File: src/rtl/uart_rx_os.sv
// Oversampling UART receiver: 5-8 data bits LSB-first, optional parity, 1 or 2 stop bits.
// Majority-votes three samples around mid-bit and reports each frame with a one-cycle strobe.
module uart_rx_os #(
    parameter int OVERSAMPLE  = 16,
    parameter int SYNC_STAGES = 2
) (
    input  logic       clk,
    input  logic       rst,
    input  logic       rx_tick,
    input  logic       rx,
    input  logic [1:0] data_len,
    input  logic       parity_en,
    input  logic       parity_odd,
    input  logic       stop2,
    output logic [7:0] rx_data,
    output logic       rx_done,
    output logic       parity_err,
    output logic       frame_err,
    output logic       busy
);

    localparam int TW = $clog2(OVERSAMPLE);
    localparam logic [TW-1:0] T_S0   = TW'(OVERSAMPLE / 2 - 1);
    localparam logic [TW-1:0] T_S1   = TW'(OVERSAMPLE / 2);
    localparam logic [TW-1:0] T_DEC  = TW'(OVERSAMPLE / 2 + 1);
    localparam logic [TW-1:0] T_LAST = TW'(OVERSAMPLE - 1);

    typedef enum logic [2:0] {
        IDLE,
        START,
        DATA,
        PARITY,
        STOP,
        BREAK
    } state_t;

    state_t state, state_d;

    logic [SYNC_STAGES-1:0] sync_q;
    logic                   line;
    logic [TW-1:0]          t_cnt;
    logic [2:0]             bit_cnt;
    logic [7:0]             shift_q;
    logic                   s0_q, s1_q;
    logic                   vote;
    logic [1:0]             cfg_len;
    logic                   cfg_par, cfg_odd, cfg_stop2;
    logic                   par_pend, frm_pend;

    logic at_dec, last_data, last_stop;
    logic start_det, shift_en, par_chk, stop_chk, finish;

    // NOTE: the synchroniser resets to 1 so the idle-high line is not mistaken for a start bit.
    always_ff @(posedge clk or negedge rst) begin
        if (!rst) sync_q <= '1;
        else      sync_q <= {sync_q[SYNC_STAGES-2:0], rx};
    end

    assign line = sync_q[SYNC_STAGES-1];

    assign vote      = (s0_q & s1_q) | (s0_q & line) | (s1_q & line);
    assign at_dec    = rx_tick && (t_cnt == T_DEC);
    assign last_data = (bit_cnt == (3'd4 + {1'b0, cfg_len}));
    assign last_stop = !cfg_stop2 || bit_cnt[0];

    always_ff @(posedge clk or negedge rst) begin
        if (!rst) state <= IDLE;
        else      state <= state_d;
    end

    // NOTE: every output of this block gets a default first, so no path can infer a latch.
    always_comb begin
        state_d   = state;
        start_det = 1'b0;
        shift_en  = 1'b0;
        par_chk   = 1'b0;
        stop_chk  = 1'b0;
        finish    = 1'b0;
        case (state)
            IDLE: begin
                if (rx_tick && !line) begin
                    state_d   = START;
                    start_det = 1'b1;
                end
            end
            START: begin
                if (at_dec) state_d = vote ? IDLE : DATA;
            end
            DATA: begin
                if (at_dec) begin
                    shift_en = 1'b1;
                    if (last_data) state_d = cfg_par ? PARITY : STOP;
                end
            end
            PARITY: begin
                if (at_dec) begin
                    par_chk = 1'b1;
                    state_d = STOP;
                end
            end
            STOP: begin
                if (at_dec) begin
                    stop_chk = 1'b1;
                    if (last_stop) begin
                        finish  = 1'b1;
                        state_d = vote ? IDLE : BREAK;
                    end
                end
            end
            BREAK: begin
                if (rx_tick && line) state_d = IDLE;
            end
            default: state_d = IDLE;
        endcase
    end

    // Counter free-runs through a frame; continuing past the start decision
    // places every later decision exactly one bit period on, mid-bit.
    always_ff @(posedge clk or negedge rst) begin
        if (!rst) begin
            t_cnt <= '0;
            s0_q  <= 1'b1;
            s1_q  <= 1'b1;
        end else if (start_det) begin
            t_cnt <= '0;
        end else if (rx_tick && state != IDLE && state != BREAK) begin
            t_cnt <= (t_cnt == T_LAST) ? '0 : t_cnt + TW'(1);
            if (t_cnt == T_S0) s0_q <= line;
            if (t_cnt == T_S1) s1_q <= line;
        end
    end

    always_ff @(posedge clk or negedge rst) begin
        if (!rst) begin
            bit_cnt   <= '0;
            shift_q   <= '0;
            cfg_len   <= '0;
            cfg_par   <= 1'b0;
            cfg_odd   <= 1'b0;
            cfg_stop2 <= 1'b0;
            par_pend  <= 1'b0;
            frm_pend  <= 1'b0;
        end else if (start_det) begin
            bit_cnt   <= '0;
            shift_q   <= '0;
            cfg_len   <= data_len;
            cfg_par   <= parity_en;
            cfg_odd   <= parity_odd;
            cfg_stop2 <= stop2;
            par_pend  <= 1'b0;
            frm_pend  <= 1'b0;
        end else begin
            if (shift_en) begin
                shift_q[bit_cnt] <= vote;
                bit_cnt          <= last_data ? 3'd0 : bit_cnt + 3'd1;
            end
            // Unreceived high bits are still 0, so reducing all 8 bits is safe.
            if (par_chk && (vote != ((^shift_q) ^ cfg_odd))) par_pend <= 1'b1;
            if (stop_chk) begin
                bit_cnt <= bit_cnt + 3'd1;
                if (!vote) frm_pend <= 1'b1;
            end
        end
    end

    always_ff @(posedge clk or negedge rst) begin
        if (!rst) begin
            rx_data    <= '0;
            rx_done    <= 1'b0;
            parity_err <= 1'b0;
            frame_err  <= 1'b0;
        end else begin
            rx_done <= finish;
            if (finish) begin
                rx_data    <= shift_q;
                parity_err <= par_pend;
                frame_err  <= frm_pend | !vote;
            end
        end
    end

    assign busy = (state == DATA) || (state == PARITY) || (state == STOP);

endmodule

File: config.mk
export PLATFORM = sky130hd
export DESIGN_NAME = uart_rx_os
export DESIGN_NICKNAME = d
export VERILOG_FILES = /design/src/rtl/uart_rx_os.sv
export SDC_FILE = /design/constraint.sdc
export NUM_CORES = 1
export LEC_CHECK = 0
export CAP_MARGIN = 20
export CORE_MARGIN = 2
export CORE_UTILIZATION = 55
export DETAILED_ROUTE_END_ITERATION = 16
export GPL_TIMING_DRIVEN = 1
export PLACE_DENSITY_LB_ADDON = 0.25
export SYNTH_ARGS = -nofsm -noshare
export SYNTH_HDL_FRONTEND = slang
export SYNTH_SLANG_ARGS = --single-unit
File: constraint.sdc
create_clock -name clk -period 3.76 [get_ports clk]
set_clock_uncertainty 0.1 [all_clocks]
set_input_delay 0.752 -clock clk [delete_from_list [all_inputs] [get_ports clk]]
set_output_delay 0.752 -clock clk [all_outputs]
set_load 0.02 [all_outputs]
Word level (Yosys, flattened, before mapping):

Index checks and enable logic that the tools add are counted.

* register bits: 40
* bits of input ports: 9
* output and inout port bits: 12
* word-level logic and storage cells: 114

* add/subtract/negate cells: 3
* $lt $le $gt $ge: 2
* equality and inequality tests: 21
* multiplexer cells: 38
* bitwise logic cells: 8
* reductions and logical operators: 25

Operators by type and width (number)
* 3-bit 2-to-1 mux: 14
* 3-bit case mux with 6 select lines: 1
* 8-bit 2-to-1 mux: 2
* 2-bit inequality test, second input constant: 8
* 1-bit 2-to-1 mux: 15
* 4-bit == test, second input constant: 3
* 4-bit 2-to-1 mux: 3
* 8-bit bitwise mux: 1
* 8-bit AND reduction: 1
* 2-bit nonzero test: 4
* 8-bit XOR reduction: 1
* 1-bit logical AND: 7
* 3-bit by 2-bit == test with 1-bit output, second input constant: 2
* 3-bit == test, second input constant: 2
* 3-bit AND reduction: 2
* 3-bit nonzero test: 2
* 4-bit by 1-bit adder with 4-bit output, second input constant: 1
* 4-bit by 3-bit == test with 1-bit output, second input constant: 1
* 3-bit by 4-bit < comparator with 1-bit output, second input constant: 1
* 3-bit by 1-bit adder with 3-bit output, second input constant: 1
* 3-bit by 2-bit adder with 3-bit output, first input constant: 1
* 1-bit AND: 3
* 1-bit demux with 3-bit select: 1
* 3-bit by 1-bit == test with 1-bit output, second input constant: 1
* other kinds (13): 19

Logic depth before layout (Yosys ltp):

Gate-level depths: netlist (run 1).

* depth in word-level cells: 7
* depth in mapped cells: 7
* depth with buffers taken out: 6

Least setup slack after synthesis (run 1):

No wires, ideal clock.

* path kind: input port to flip-flop
* start: input rx_tick
* end: register cfg_len[0]
* library setup time: 125 ps
* data arrival time: 1947 ps
* data required time: 3535 ps
* setup slack: 1588 ps
* stages: 5
* buffers on the path: 2
* cell sequence: or4b_4 or2_1 buf_6 buf_6 mux2_4

* word-level cells in the longest chain between the ends: 3

RTL lines
* from (decl): line 9 `input logic rx_tick,`
* 1-bit logical AND: line 81 `if (rx_tick && !line) begin`
* 1-bit 2-to-1 mux: line 81
* 1-bit 2-to-1 mux: line 79 `case (state)`
* to (signal assigned): line 146 `cfg_len <= data_len;`
* to (decl): line 46 `logic [1:0] cfg_len;`

Every way passes these cells.
A chain may end at the register's enable or synchronous reset.

Final worst setup path (run 1):

* start: input rx_tick
* end: register shift_q[0]

* word-level cells in the longest chain between the ends: 4
* elaborated cells on any way between the ends: 8
* those cells by class: 5 x mux; 3 x reduce/logical

RTL lines
* 1-bit logical AND, on equally long branches: line 81, 62
* 1-bit 2-to-1 mux, on equally long branches: line 81, 90
* 1-bit 2-to-1 mux: line 79
* 8-bit 2-to-1 mux / 2-bit nonzero test (equally long branches)
* to (signal, indexed assignment): line 154 `shift_q[bit_cnt] <= vote;`
* to (decl): line 43 `logic [7:0] shift_q;`

Parallel ways exist; a longest one is shown, timed or not.

==> results by stage, run 1 <==
Status:
- The flow ran to the end, and the final reports show no timing, DRC or antenna violations.

Floorplanning:
- The placeable core area is 0.00363 mm2.
- The row count is 22.
- The starting density of the core is between 50% and 60%.
- In this run the count of I/O pins placed on the die edge is 21.
- The area enclosed by the die boundary is approximately 0.0043 mm2.
- The floorplan step set the die width to 65.2 um.
- Measured along the y axis, the die boundary spans 65.2 um.

Clock tree:
- The H-tree was split into 2 levels.
- The number of gates resized after CTS was 0.
- The clock network latency to the later pin of the worst-skew pair is 0.29 ns.
- TritonCTS built the clock tree.
- Clock tree synthesis inserted a total of 5 buffers.
- CTS placed an instance of clkbuf_8 at the clock tree root.
- The longest clock path from root to sink contains 2 buffers.
- The number of hold buffers added after CTS was 0.
- Clock-pin slew was measured on the worst setup and hold paths at 0.08 ns.
- The number of sinks on the clock net is 40.
- The buffers inserted during post-CTS setup optimization is 0.

Synth:
- After synthesis the cells add up to 0.00206 mm2.
- By area, the combinational part of the netlist is dominated by multiplexers.
- The multiplexer share of the synthesized area is 12.5%.
- Summing the areas of all compound-gate instances in the mapped netlist gives 12.3% of the synthesized area.
- The Yosys step of the flow raised 0 warnings.
- The xor/xnor share of the synthesized area is between 6 and 7%.
- The cell count after synthesis came out at 176.
- The share of synthesized area occupied by flip-flops and latches is about half.
- The async set-or-reset flop fraction in the synthesized netlist is 100%.
- The synthesized area per cell is 11.7 um2.
- The arithmetic-cell share of the synthesized area counting full adders, half adders and majority gates is 2.91%.
- Of the total synthesized cell area, the portion taken by AND, OR, NAND and NOR gates is between 10% and 20%.
- The most instantiated flip-flop cell in the synthesis netlist is dfrtp_1.
- The synthesized flop and latch total is 40.
- Yosys mapped a number of flops with a built-in enable equal to 0.
- The distinct cell type count after synthesis is 52.
- The number of nets in the synthesized netlist is between 150 and 200.

Final layout:
- The area growth from synthesis to layout is 14.3%.
- Leaving out fill and tap cells, the most frequent cell in the layout is dfrtp_1.
- The number of fill cells is 290.
- 0 antenna diodes ended up in the layout.
- The share of the core filled with cells in the final layout is 64.8%.
- Cells with a size suffix above 1 make up 14.9% of the layout.
- In the layout the commonest cells are dfrtp_1 (36), clkdlybuf4s50_1 (19), inv_1 (11), nand2_1 (11), xnor2_1 (9).
- The final layout contains 206 nets.

Setup path:
- Of all nets on the critical path, the largest fanout is 24.
- The kind of start point of the critical path is an input pin.
- For the worst setup path, the data required time is 3.84 ns.
- The kind of cell adding the most delay to the critical path is simple AND/OR/NAND/NOR gates.
- In this design, the stage delay of the slowest critical-path cell is 0.68 ns.
- Counting both buffers and inverters, the worst setup path holds a total of 1.
- At the worst endpoint, the arrival time is 2.98 ns.
- Traced cell by cell, the critical path runs through clkdlybuf4s50_1 > or4b_4 > or2_1 > nand2_1 > o41ai_1.
- The worst-path cell with the longest stage delay is or2_1.
- The capturing element type of the critical path is a flip-flop.
- By startpoint and endpoint, the worst setup path is classified as in -> reg.

STA:
- The number of hold violations in the final report is 0.
- The final number of setup-violating endpoints is 0.
- The final setup TNS is 0 ns.
- On the final layout, the worst hold slack is 0.262 ns.
- The worst slew margin relative to its limit is 40.7%.
- The number of pins with negative max-slew slack in the final report is 0.
- After layout, the minimum clock period comes to 2.91 ns.
- The peak clock frequency supported by timing is around 340 MHz.
- Setup repair after global routing left no endpoint under its margin.
- For the pin with the worst max-slew slack, the measured transition is 0.890 ns.
- The final critical path takes up ~77% of the cycle.

Hold path:
- The type of the tightest min-delay check is reg -> reg.

Power and ir drop:
- The cell leakage power is roughly 1.1 nW.
- The total power is 1.56 mW.
- Across the VDD grid, the largest voltage drop is 477 uV.
- Power spread over the standard cell area amounts to 661 mW/mm2.

Detailed routing:
- The antenna violation net count after detailed routing is 0.
- The number of iterations in the first detailed-routing pass is 4.
- The number of remaining DRC errors is 0.
- Dividing the detail-routed wire length by the instance count gives 16.0 um.
- For this block, the initial DRC count from the detailed router was 64.
- The mean number of vias per cell is 5.96.
- Summing over every cut layer, the via total after detailed routing is 1443.
- Summed over all layers, the routed wires come to 3.86 mm.

Global route:
- The pin count of the biggest net entering global routing is 41.
- The via count of the first global-routing pass came to 1391.
- The first global-routing pass estimated 6.53 mm of wire.
- The number of antenna violations at the first check in global routing is 0.
- The total overflow left after global routing is 0.
- Global routing used 20.3% of the available tracks across all layers.

Placed design:
- The final weighted congestion in routability-driven placement is 0.755.
- In this run the tool buffered the top-level ports with 20 buffer cells.
- After legalization and detailed placement, the total HPWL measured 2.64 mm.

Job:
- The tool flagged a number of max-cap violations equal to 0.
-- report_power, final --
part	internal [mW]	total, mW	leakage (nW)	switching [mW]
sequential	0.529	0.672	0.517	0.143
combinational	0.251	0.541	0.495	0.291
clock	0.196	0.344	0.0541	0.148
-- layer usage --
layer  GRT usage, %  part of all wire (%)  vias to the layer above
li1               -                     -                      676
met1           25.0                    43                      729
met2           33.5                    51                       31
met3           5.31                   4.0                        7
met4           9.38                   2.0                        0
met5              0                     0                        -
-- Yosys cell counts (4+ instances only) --
library cell / number / area share [%]
nand3_1: 6 / 1.5
buf_6: 4 / 2.2
nand2_1: 11 / 2.0
inv_1: 11 / 2.0
o21ai_0: 5 / 1.2
mux2i_1: 7 / 3.4
dfrtp_1: 36 / 44
mux2_1: 7 / 3.8
nor2_1: 5 / 0.91
dfstp_2: 4 / 5.1
xnor2_1: 9 / 3.8
buf_2: 4 / 0.97
ha_1: 4 / 2.4
mux2_2: 7 / 3.8
o41ai_1: 5 / 2.1
-- cells by family after synthesis --
| kind of cell | Yosys count |
|---|---|
| adders and majority gates | 5 |
| muxes | 23 |
| DFF | 40 |
| and+or+nand+nor | 41 |
| xor gates and xnor gates | 13 |
| AOI/OAI and AO/OA | 33 |
| buffers and inverters | 21 |
-- per-stage QoR --
step | worst slack (ns) | area (um2) | instances
2_1_floorplan | 1.59 | 2060 | 176
3_5_place_dp | 0.568 | 2240 | 234
6_report | 0.853 | 2360 | 242
5_1_grt | 0.719 | 2360 | 242
3_3_place_gp | 0.715 | 2240 | 234
4_1_cts | 0.871 | 2360 | 242
-- area by class of cell --
type / count / area [um2] / share of cell area (%)
tap: 48 / 60.1 / 2.55
clock inverter: 3 / 42.5 / 1.81
multi-input combinational: 115 / 942 / 40.0
sequential: 40 / 1010 / 42.7
inverter: 11 / 41.3 / 1.75
clock buffer: 5 / 68.8 / 2.92
timing repair buffer: 20 / 195 / 8.28
-- final timing paths --
path                                      start                      to  slack, ns  cells past startpoint
max in group asynchronous                   rst    t_cnt[2]$_DFFE_PN0P_       2.56                      1
setup / recovery                        rx_tick  shift_q[0]$_DFFE_PN0P_       0.85                      5
setup reg to reg           state[0]$_DFFE_PN0P_  shift_q[0]$_DFFE_PN0P_       1.25                      4
hold reg to reg             sync_q[0]$_DFF_PN1_     sync_q[1]$_DFF_PN1_       0.26                      0
min in group asynchronous                   rst  rx_data[6]$_DFFE_PN0P_       0.46                      1
hold / removal              sync_q[0]$_DFF_PN1_     sync_q[1]$_DFF_PN1_       0.26                      0
-- sequential cells by signal, summed over array words and instances (netlist names) --
name	flops
frame_err	1
s0_q	1
state	3
parity_err	1
par_pend	1
rx_data	8
shift_q	8
t_cnt	4
cfg_par	1
frm_pend	1
rx_done	1
s1_q	1
sync_q	2
cfg_stop2	1
cfg_len	2
cfg_odd	1
bit_cnt	3
(Power assumes the default switching activity.)
==> run 2, diff against run 1 <==
==> constraint.sdc (replaced) <==
create_clock -name clk -period 3.05 [get_ports clk]
set_clock_uncertainty 0.1 [all_clocks]
set_input_delay 0.61 -clock clk [delete_from_list [all_inputs] [get_ports clk]]
set_output_delay 0.61 -clock clk [all_outputs]
set_load 0.02 [all_outputs]
==> run 2 against run 1 <==
Register-to-register slack lost 0.38 ns. Sequential power rose by 22%. Global-route usage down 1.1 points. First-iteration DRC count is 17% lower. Setup slack got worse by 0.51 ns. Worst hold slack got worse by 0.0026 ns. Sequential share of layout area down 0.27 points. Via count up 0.83%. Critical endpoint is now busy. Largest power group unchanged.
==> results by stage, run 2 (same netlist as run 1, synthesis figures left out) <==
Status:
- The flow ran to the end, and the final reports show no timing, DRC or antenna violations.

Final layout:
- The fraction of final layout cells with drive strength greater than 1 is 16.2% (+1.3 points).
- The number of antenna repair diodes is 0 (unchanged).
- The number of fill cells was 292 (+0.69%).
- The sequential cell area in the final layout is 0.00101 mm2 (unchanged).
- The most common cell after layout, fill and taps aside is dfrtp_1.
- The number of cells in the finished layout apart from fillers is 245 (+1.2%).
- The final layout net count is 210 (+1.9%).
- In the final layout, the registers with the most flip-flops are rx_data x8, shift_q x8, t_cnt x4.
- The library cells used most frequently in the layout, excluding fill and tap cells, are dfrtp_1 (36), clkdlybuf4s50_1 (19), inv_1 (11), nand2_1 (11), xnor2_1 (9).
- The share of the core filled with cells in the final layout is 65.3% (+0.41 points).
- The area of combinational cells with multiple inputs is 942 um2 (unchanged).
- Relative to the synthesized area, the layout overhead comes to 15.0%.
- The finished layout cell area is 0.00237 mm2 (+0.64%).

Setup path:
- The endpoint identified for the worst register-to-register timing path is shift_q[2]$_DFFE_PN0P_.
- The signal arrival time at the worst endpoint came to 2.00 ns (-0.98 ns).
- Walking the worst path, the cells encountered are or3b_4 > nand2_1 > clkdlybuf4s50_1.
- The maximum fanout count along the critical path is 13 (-46%).
- The kind of cell adding the most delay to the critical path is buffers and inverters.
- The depth of the worst register-to-register path came to 6 (+2).
- The worst-path cell with the longest stage delay is clkdlybuf4s50_1.
- The maximum cell stage delay along the critical path is 0.60 ns (-0.08 ns).
- The worst setup path is launched from a flip-flop.
- In this run the critical register-to-register path is launched from t_cnt[1]$_DFFE_PN0P_.
- The count of buffering cells on the critical path with inverters included came to 1 (unchanged).
- The worst-case register-to-register setup slack is 0.87 ns (-0.38 ns).
- The data required time of the worst path is 2.34 ns (-1.50 ns).
- The worst setup path is of the reg -> out kind.
- STA classifies the critical path endpoint as a primary output.

Power and ir drop:
- The sequential share of power is 43.9% (+0.8 points).
- The net load switching power is 0.695 mW (+19%).
- The cell leakage power came to 1.08 nW (+1.2%).
- The peak supply drop came to 422 uV (-12%).
- The fraction of power consumed by the clock network is 20.0% (-2.1 points).
- The total power is 1.86 mW (+20%).
- The internal power came to 1.17 mW (+20%).
- The fraction of power spent switching nets was 37.3% (-0.093 points).
- The portion of total power attributed to combinational logic is 36.0% (+1.2 points).
- The cell area power density is 786 mW/mm2 (+19%).

Placed design:
- The final weighted congestion in routability-driven placement is 0.887 (+17%).
- The cell count after placement is 238 (+1.7%).
- The number of port buffers is 20 (unchanged).
- The worst slack at placement is 0.365 ns (-0.203 ns).
- The standard cell area after detailed placement came to 0.00227 mm2 (+1.3%).
- The half-perimeter wire length after placement is 2.68 mm (+1.6%).

Detailed routing:
- The antenna violation net count after detailed routing was 0 (unchanged).
- The iteration-0 DRC count of the detailed router is 53 (-17%).
- The detailed-route wire length per cell was 15.0 um (-5.9%).
- The via total after detailed routing is 1455 (+0.83%).
- The mean number of vias per cell came to 5.94 (-0.40%).
- The number of iterations in the first detailed-routing pass is 4 (unchanged).
- The number of remaining DRC errors is 0 (unchanged).
- The final routed wirelength across all metal layers was 3.68 mm (-4.8%).

Global route:
- The via count of the first global-routing pass is 1407 (+1.2%).
- The pin count of the biggest net entering global routing was 41 (unchanged).
- The overall track demand over capacity in global routing is 19.3% (-1.1 points).
- The number of antenna violations at the first check in global routing is 0 (unchanged).
- The wire length of the first global-routing pass came to 6.25 mm (-4.2%).
- The final global-route overflow total is 0 (unchanged).

Floorplanning:
- The I/O pin count is 21 (unchanged).
- The placeable core area is 0.00363 mm2 (unchanged).
- The die extent in y was 65.2 um (unchanged).
- The starting density of the core is 56.7% (unchanged).
- The floorplan die width is 65.2 um (unchanged).
- The row count is 22 (unchanged).
- The area enclosed by the die boundary is 0.00425 mm2 (unchanged).

STA:
- The worst path needs about 2.7 ns of the cycle, external delays included.
- The worst slew margin relative to its limit is 42.3% (+1.6 points).
- The peak clock frequency supported by timing is 369 MHz.
- The slew at the pin with the worst max-slew slack is 0.866 ns (-0.0246 ns).
- The worst slack on hold paths is 0.259 ns (-0.00256 ns).
- The number of hold violations in the final report is 0 (unchanged).
- The final number of setup-violating endpoints is 0 (unchanged).
- The final setup TNS is 0 ns (unchanged).
- Setup repair after global routing left no endpoint under its margin.
- The final worst setup slack came to 0.339 ns (-0.514 ns).
- The worst path uses 88.9% of the clock period.
- The number of pins with negative max-slew slack in the final report is 0 (unchanged).

Clock tree:
- The post-CTS resize count is 0 (unchanged).
- The number of sinks on the clock net is 40 (unchanged).
- TritonCTS built the clock tree.
- The total clock buffers created by CTS is 5 (unchanged).
- The clock tree root driver cell is clkbuf_8.
- The deepest clock path buffer count is 2 (unchanged).
- The clock network latency to the later pin of the worst-skew pair is 0.29 ns (about the same).
- The deepest level of the CTS H-tree is 2 (unchanged).
- The post-cts hold buffer count is 0 (unchanged).
- The clock transition at the registers of the reported paths came to 0.07 ns (about the same).
- The buffers inserted during post-CTS setup optimization came to 0 (unchanged).

Hold path:
- The worst hold path depth came to 0 (unchanged).
- The worst hold path belongs to the class reg -> reg.
- The path with the worst hold slack has its endpoint at sync_q[1]$_DFF_PN1_.
- The hold path startpoint is sync_q[0]$_DFF_PN1_.

Job:
- The max-cap violation count is 0 (unchanged).
==> run 2: changes by cell type in the layout (fill, tap and decap cells not counted), sizes merged <==
cell,before,now
clkbuf,5,7
clkinvlp,1,0
buf,1,5
clkinv,1,0
bufinv,1,0
==> run 2: worst max-delay path by stage <==
stage	slack [ns]	startpoint	to	depth (start not counted)
2_1_floorplan	1.02	rx_tick	cfg_len[0]$_DFFE_PN0P_	5
3_3_place_gp	0.40	rx_tick	cfg_len[1]$_DFFE_PN0P_	5
3_5_place_dp	0.36	rx_tick	shift_q[2]$_DFFE_PN0P_	5
4_1_cts	0.33	state[2]$_DFFE_PN0P_	busy	3
5_1_grt	0.27	state[2]$_DFFE_PN0P_	busy	3
6_report	0.34	state[2]$_DFFE_PN0P_	busy	3
==> run 2: area by class of cell <==
| cell class | instances | area share, % |
|---|---|---|
| tap | 48 | 2.53 |
| inverter | 11 | 1.74 |
| timing repair buffer | 24 | 9.50 |
| clock buffer | 7 | 4.06 |
| sequential | 40 | 42.4 |
| multi-input combinational | 115 | 39.7 |
==> run 2: power groups by stage <==
stage	combinational [mW]	sequential, mW	clock, mW
after floorplan	0.608	0.731	0
after global placement	0.638	0.821	0
after detailed placement	0.672	0.825	0
after CTS	0.674	0.815	0.382
after global routing	0.751	0.835	0.407
final	0.671	0.819	0.374
==> run 2: layer usage <==
layer | share of wire [%] | wire (um) | vias to the layer above | track usage (%)
met3 | 4.0 | 146 | 6 | 5.14
met5 | 0 | 0 | - | 0
li1 | - | - | 687 | -
met1 | 44 | 1610 | 729 | 21.7
met2 | 51 | 1880 | 33 | 34.2
met4 | 1.3 | 46 | 0 | 8.33
==> run 3, diff against run 2 <==
--- a/config.mk
+++ b/config.mk
@@ -6,8 +6,9 @@
 export NUM_CORES = 1
 export LEC_CHECK = 0
 export CAP_MARGIN = 20
+export CORE_ASPECT_RATIO = 0.7
 export CORE_MARGIN = 2
-export CORE_UTILIZATION = 55
+export CORE_UTILIZATION = 56
 export DETAILED_ROUTE_END_ITERATION = 16
 export GPL_TIMING_DRIVEN = 1
 export PLACE_DENSITY_LB_ADDON = 0.25
==> run 3 against run 2 <==
Core utilization grew 0.60 points. Non-clock buffer count shrank 4. Sequential share of layout area grew 0.78 points. Combinational power is essentially flat. Power shrank 1.7%. Routed wire length grew 4.4%. Clock-buffer cell count is the same. Die area shrank 1.5%. Highest routed layer unchanged. Via count shrank 2.2%. Sequential cell count is the same. Clock power shrank 11%. Global-route usage grew 0.73 points.
==> results by stage, run 3 (same netlist as run 1, synthesis figures left out) <==
Status:
- The run finished with clean final reports.

Global route:
- The overall track demand over capacity in global routing is 20.0% (+0.73 points).
- The number of antenna violations at the first check in global routing is 0 (unchanged).
- The final global-route overflow total is 0 (unchanged).
- The via count of the first global-routing pass came to 1310 (-6.9%).
- The wire length of the first global-routing pass came to 6.35 mm (+1.6%).
- The pin count of the biggest net entering global routing came to 41 (unchanged).

Clock tree:
- The tree is rooted in a clkbuf_8.
- The clock transition at the registers of the reported paths is 0.07 ns (about the same).
- The number of sinks on the clock net is 40 (unchanged).
- The clock network latency to the later pin of the worst-skew pair was 0.29 ns (about the same).
- The post-cts hold buffer count is 0 (unchanged).
- The buffers inserted during post-CTS setup optimization is 0 (unchanged).
- TritonCTS built the clock tree.
- The deepest clock path buffer count is 2 (unchanged).
- The total clock buffers created by CTS came to 5 (unchanged).
- The post-CTS resize count is 0 (unchanged).
- The deepest level of the CTS H-tree is 2 (unchanged).

STA:
- The final worst setup slack came to 0.259 ns (-0.0799 ns).
- The final number of setup-violating endpoints came to 0 (unchanged).
- The final period utilization came to 91.5% (+2.6 points).
- Setup repair after global routing left no endpoint under its margin.
- The worst slew margin relative to its limit came to 40.6% (-1.7 points).
- The number of pins with negative max-slew slack in the final report is 0 (unchanged).
- The slew at the pin with the worst max-slew slack came to 0.890 ns (+0.0248 ns).
- The number of hold violations in the final report is 0 (unchanged).
- The final critical path time including I/O delays and setup is 2.79 ns (+0.0799 ns).
- The peak clock frequency supported by timing is 358 MHz (-2.9%).

Setup path:
- The worst-case register-to-register setup slack is 0.48 ns (-0.39 ns).
- The endpoint identified for the worst register-to-register timing path is shift_q[2]$_DFFE_PN0P_.
- The worst setup path is launched from an input pin.
- The depth of the worst register-to-register path is 4 (-2).
- The signal arrival time at the worst endpoint is 2.86 ns (+0.86 ns).
- The capturing element type of the critical path is a flip-flop.
- Tracing the worst setup path back leads to its startpoint at rx_tick.
- In this run the worst setup path terminates at shift_q[2]$_DFFE_PN0P_.
- The data required time of the worst path came to 3.12 ns (+0.78 ns).
- The maximum fanout count along the critical path is 24 (+11).
- The start of the worst register-to-register path is state[0]$_DFFE_PN0P_.
- The worst setup path is of the in -> reg kind.

Floorplanning:
- The floorplan die width is 76.5 um (+17%).
- The area enclosed by the die boundary came to 0.00419 mm2 (-1.5%).
- The row count is 18 (-18%).
- The die extent in y is 54.8 um (-16%).
- The I/O pin count came to 21 (unchanged).
- The starting density of the core is 58.3% (+1.6 points).
- The placeable core area is 0.00354 mm2 (-2.7%).

Detailed routing:
- The number of remaining DRC errors is 0 (unchanged).
- The via total after detailed routing is 1423 (-2.2%).
- The number of iterations in the first detailed-routing pass came to 5 (+1).
- The final routed wirelength across all metal layers is 3.84 mm (+4.4%).
- The iteration-0 DRC count of the detailed router is 141 (+170%).
- The detailed-route wire length per cell was 15.7 um (+4.9%).
- The antenna violation net count after detailed routing came to 0 (unchanged).
- The mean number of vias per cell was 5.83 (-1.8%).

Final layout:
- The number of cells in the finished layout apart from fillers came to 244 (-0.41%).
- In the layout the commonest cells are dfrtp_1 (36), clkdlybuf4s50_1 (19), inv_1 (11), nand2_1 (11), xnor2_1 (9).
- The number of antenna repair diodes is 0 (unchanged).
- The share of the core filled with cells in the final layout is 65.9% (+0.60 points).
- The area growth from synthesis to layout is 12.9%.
- The most common cell after layout, fill and taps aside is dfrtp_1.
- The largest registers in the layout are rx_data x8, shift_q x8, t_cnt x4.
- The fraction of final layout cells with drive strength greater than 1 is 13.9% (-2.3 points).
- The final layout net count came to 206 (-1.9%).
- The area of combinational cells with multiple inputs came to 942 um2 (unchanged).
- The number of fill cells is 283 (-3.1%).
- The sequential cell area in the final layout is 0.00101 mm2 (unchanged).

Placed design:
- The half-perimeter wire length after placement is 2.81 mm (+4.8%).
- The final weighted congestion in routability-driven placement is 0.813 (-8.3%).
- The cell count after placement was 236 (-0.84%).
- The number of port buffers is 20 (unchanged).
- The worst slack at placement is -0.0466 ns (-0.411 ns).

Hold path:
- The type of the tightest min-delay check is reg -> reg.

Job:
- The max-cap violation count came to 0 (unchanged).

Power and ir drop:
- The cell area power density is 787 mW/mm2 (about the same).
- The cell leakage power came to 1.05 nW (-2.3%).
- The peak supply drop is 426 uV (+0.83%).
-- run 3: changes by cell type in the layout (fill, tap and decap cells not counted), sizes merged --
cell	delta
clkinv	+1
buf	-4
-- run 3: worst min path at each step --
stage	start	end	slack [ns]	depth (start not counted)
CTS	sync_q[0]$_DFF_PN1_	sync_q[1]$_DFF_PN1_	0.26	0
global placement	sync_q[0]$_DFF_PN1_	sync_q[1]$_DFF_PN1_	0.25	0
global route	sync_q[0]$_DFF_PN1_	sync_q[1]$_DFF_PN1_	0.27	0
finish	sync_q[0]$_DFF_PN1_	sync_q[1]$_DFF_PN1_	0.26	0
floorplan	rst	bit_cnt[0]$_DFFE_PN0P_	0.21	0
detailed placement	sync_q[0]$_DFF_PN1_	sync_q[1]$_DFF_PN1_	0.25	0
-- run 3: per-layer routing --
metal | global-route usage (%) | vias up | wire, um
met1 | 28.0 | 700 | 1930
met2 | 31.4 | 39 | 1720
met5 | 0 | - | 0
met4 | 6.36 | 0 | 23
met3 | 4.79 | 4 | 171
li1 | - | 680 | -
-- run 3: per-stage QoR --
step	hold WS (ns)	instance area [um2]	TNS (ns)	power, mW
2_1_floorplan	0.214	2060	0	1.34
4_1_cts	0.257	2330	0	1.83
6_report	0.258	2330	0	1.83
5_1_grt	0.266	2330	0	1.95
3_5_place_dp	0.247	2250	-0.0626	1.50
3_3_place_gp	0.246	2250	0	1.45
-- run 3: cell type report --
class / count / share of cell area, %
Clock buffer: 7 / 3.28
Clock inverter: 1 / 0.215
Inverter: 11 / 1.77
Multi-Input combinational cell: 115 / 40.5
Sequential cell: 40 / 43.2
Tap cell: 50 / 2.69
Timing Repair Buffer: 20 / 8.38
-- run 3: worst max-delay path, cell delays in order --
cell and delay (ns):
clkdlybuf4s50_1 0.47, or4b_4 0.23, or2_1 0.68, nand2_1 0.41
o41ai_1 0.45
-- run 3: power by group --
group          switching (mW)  leakage [nW]  internal [mW]
clock                   0.173        0.0422          0.160
combinational           0.365         0.495          0.308
sequential              0.173         0.517          0.652
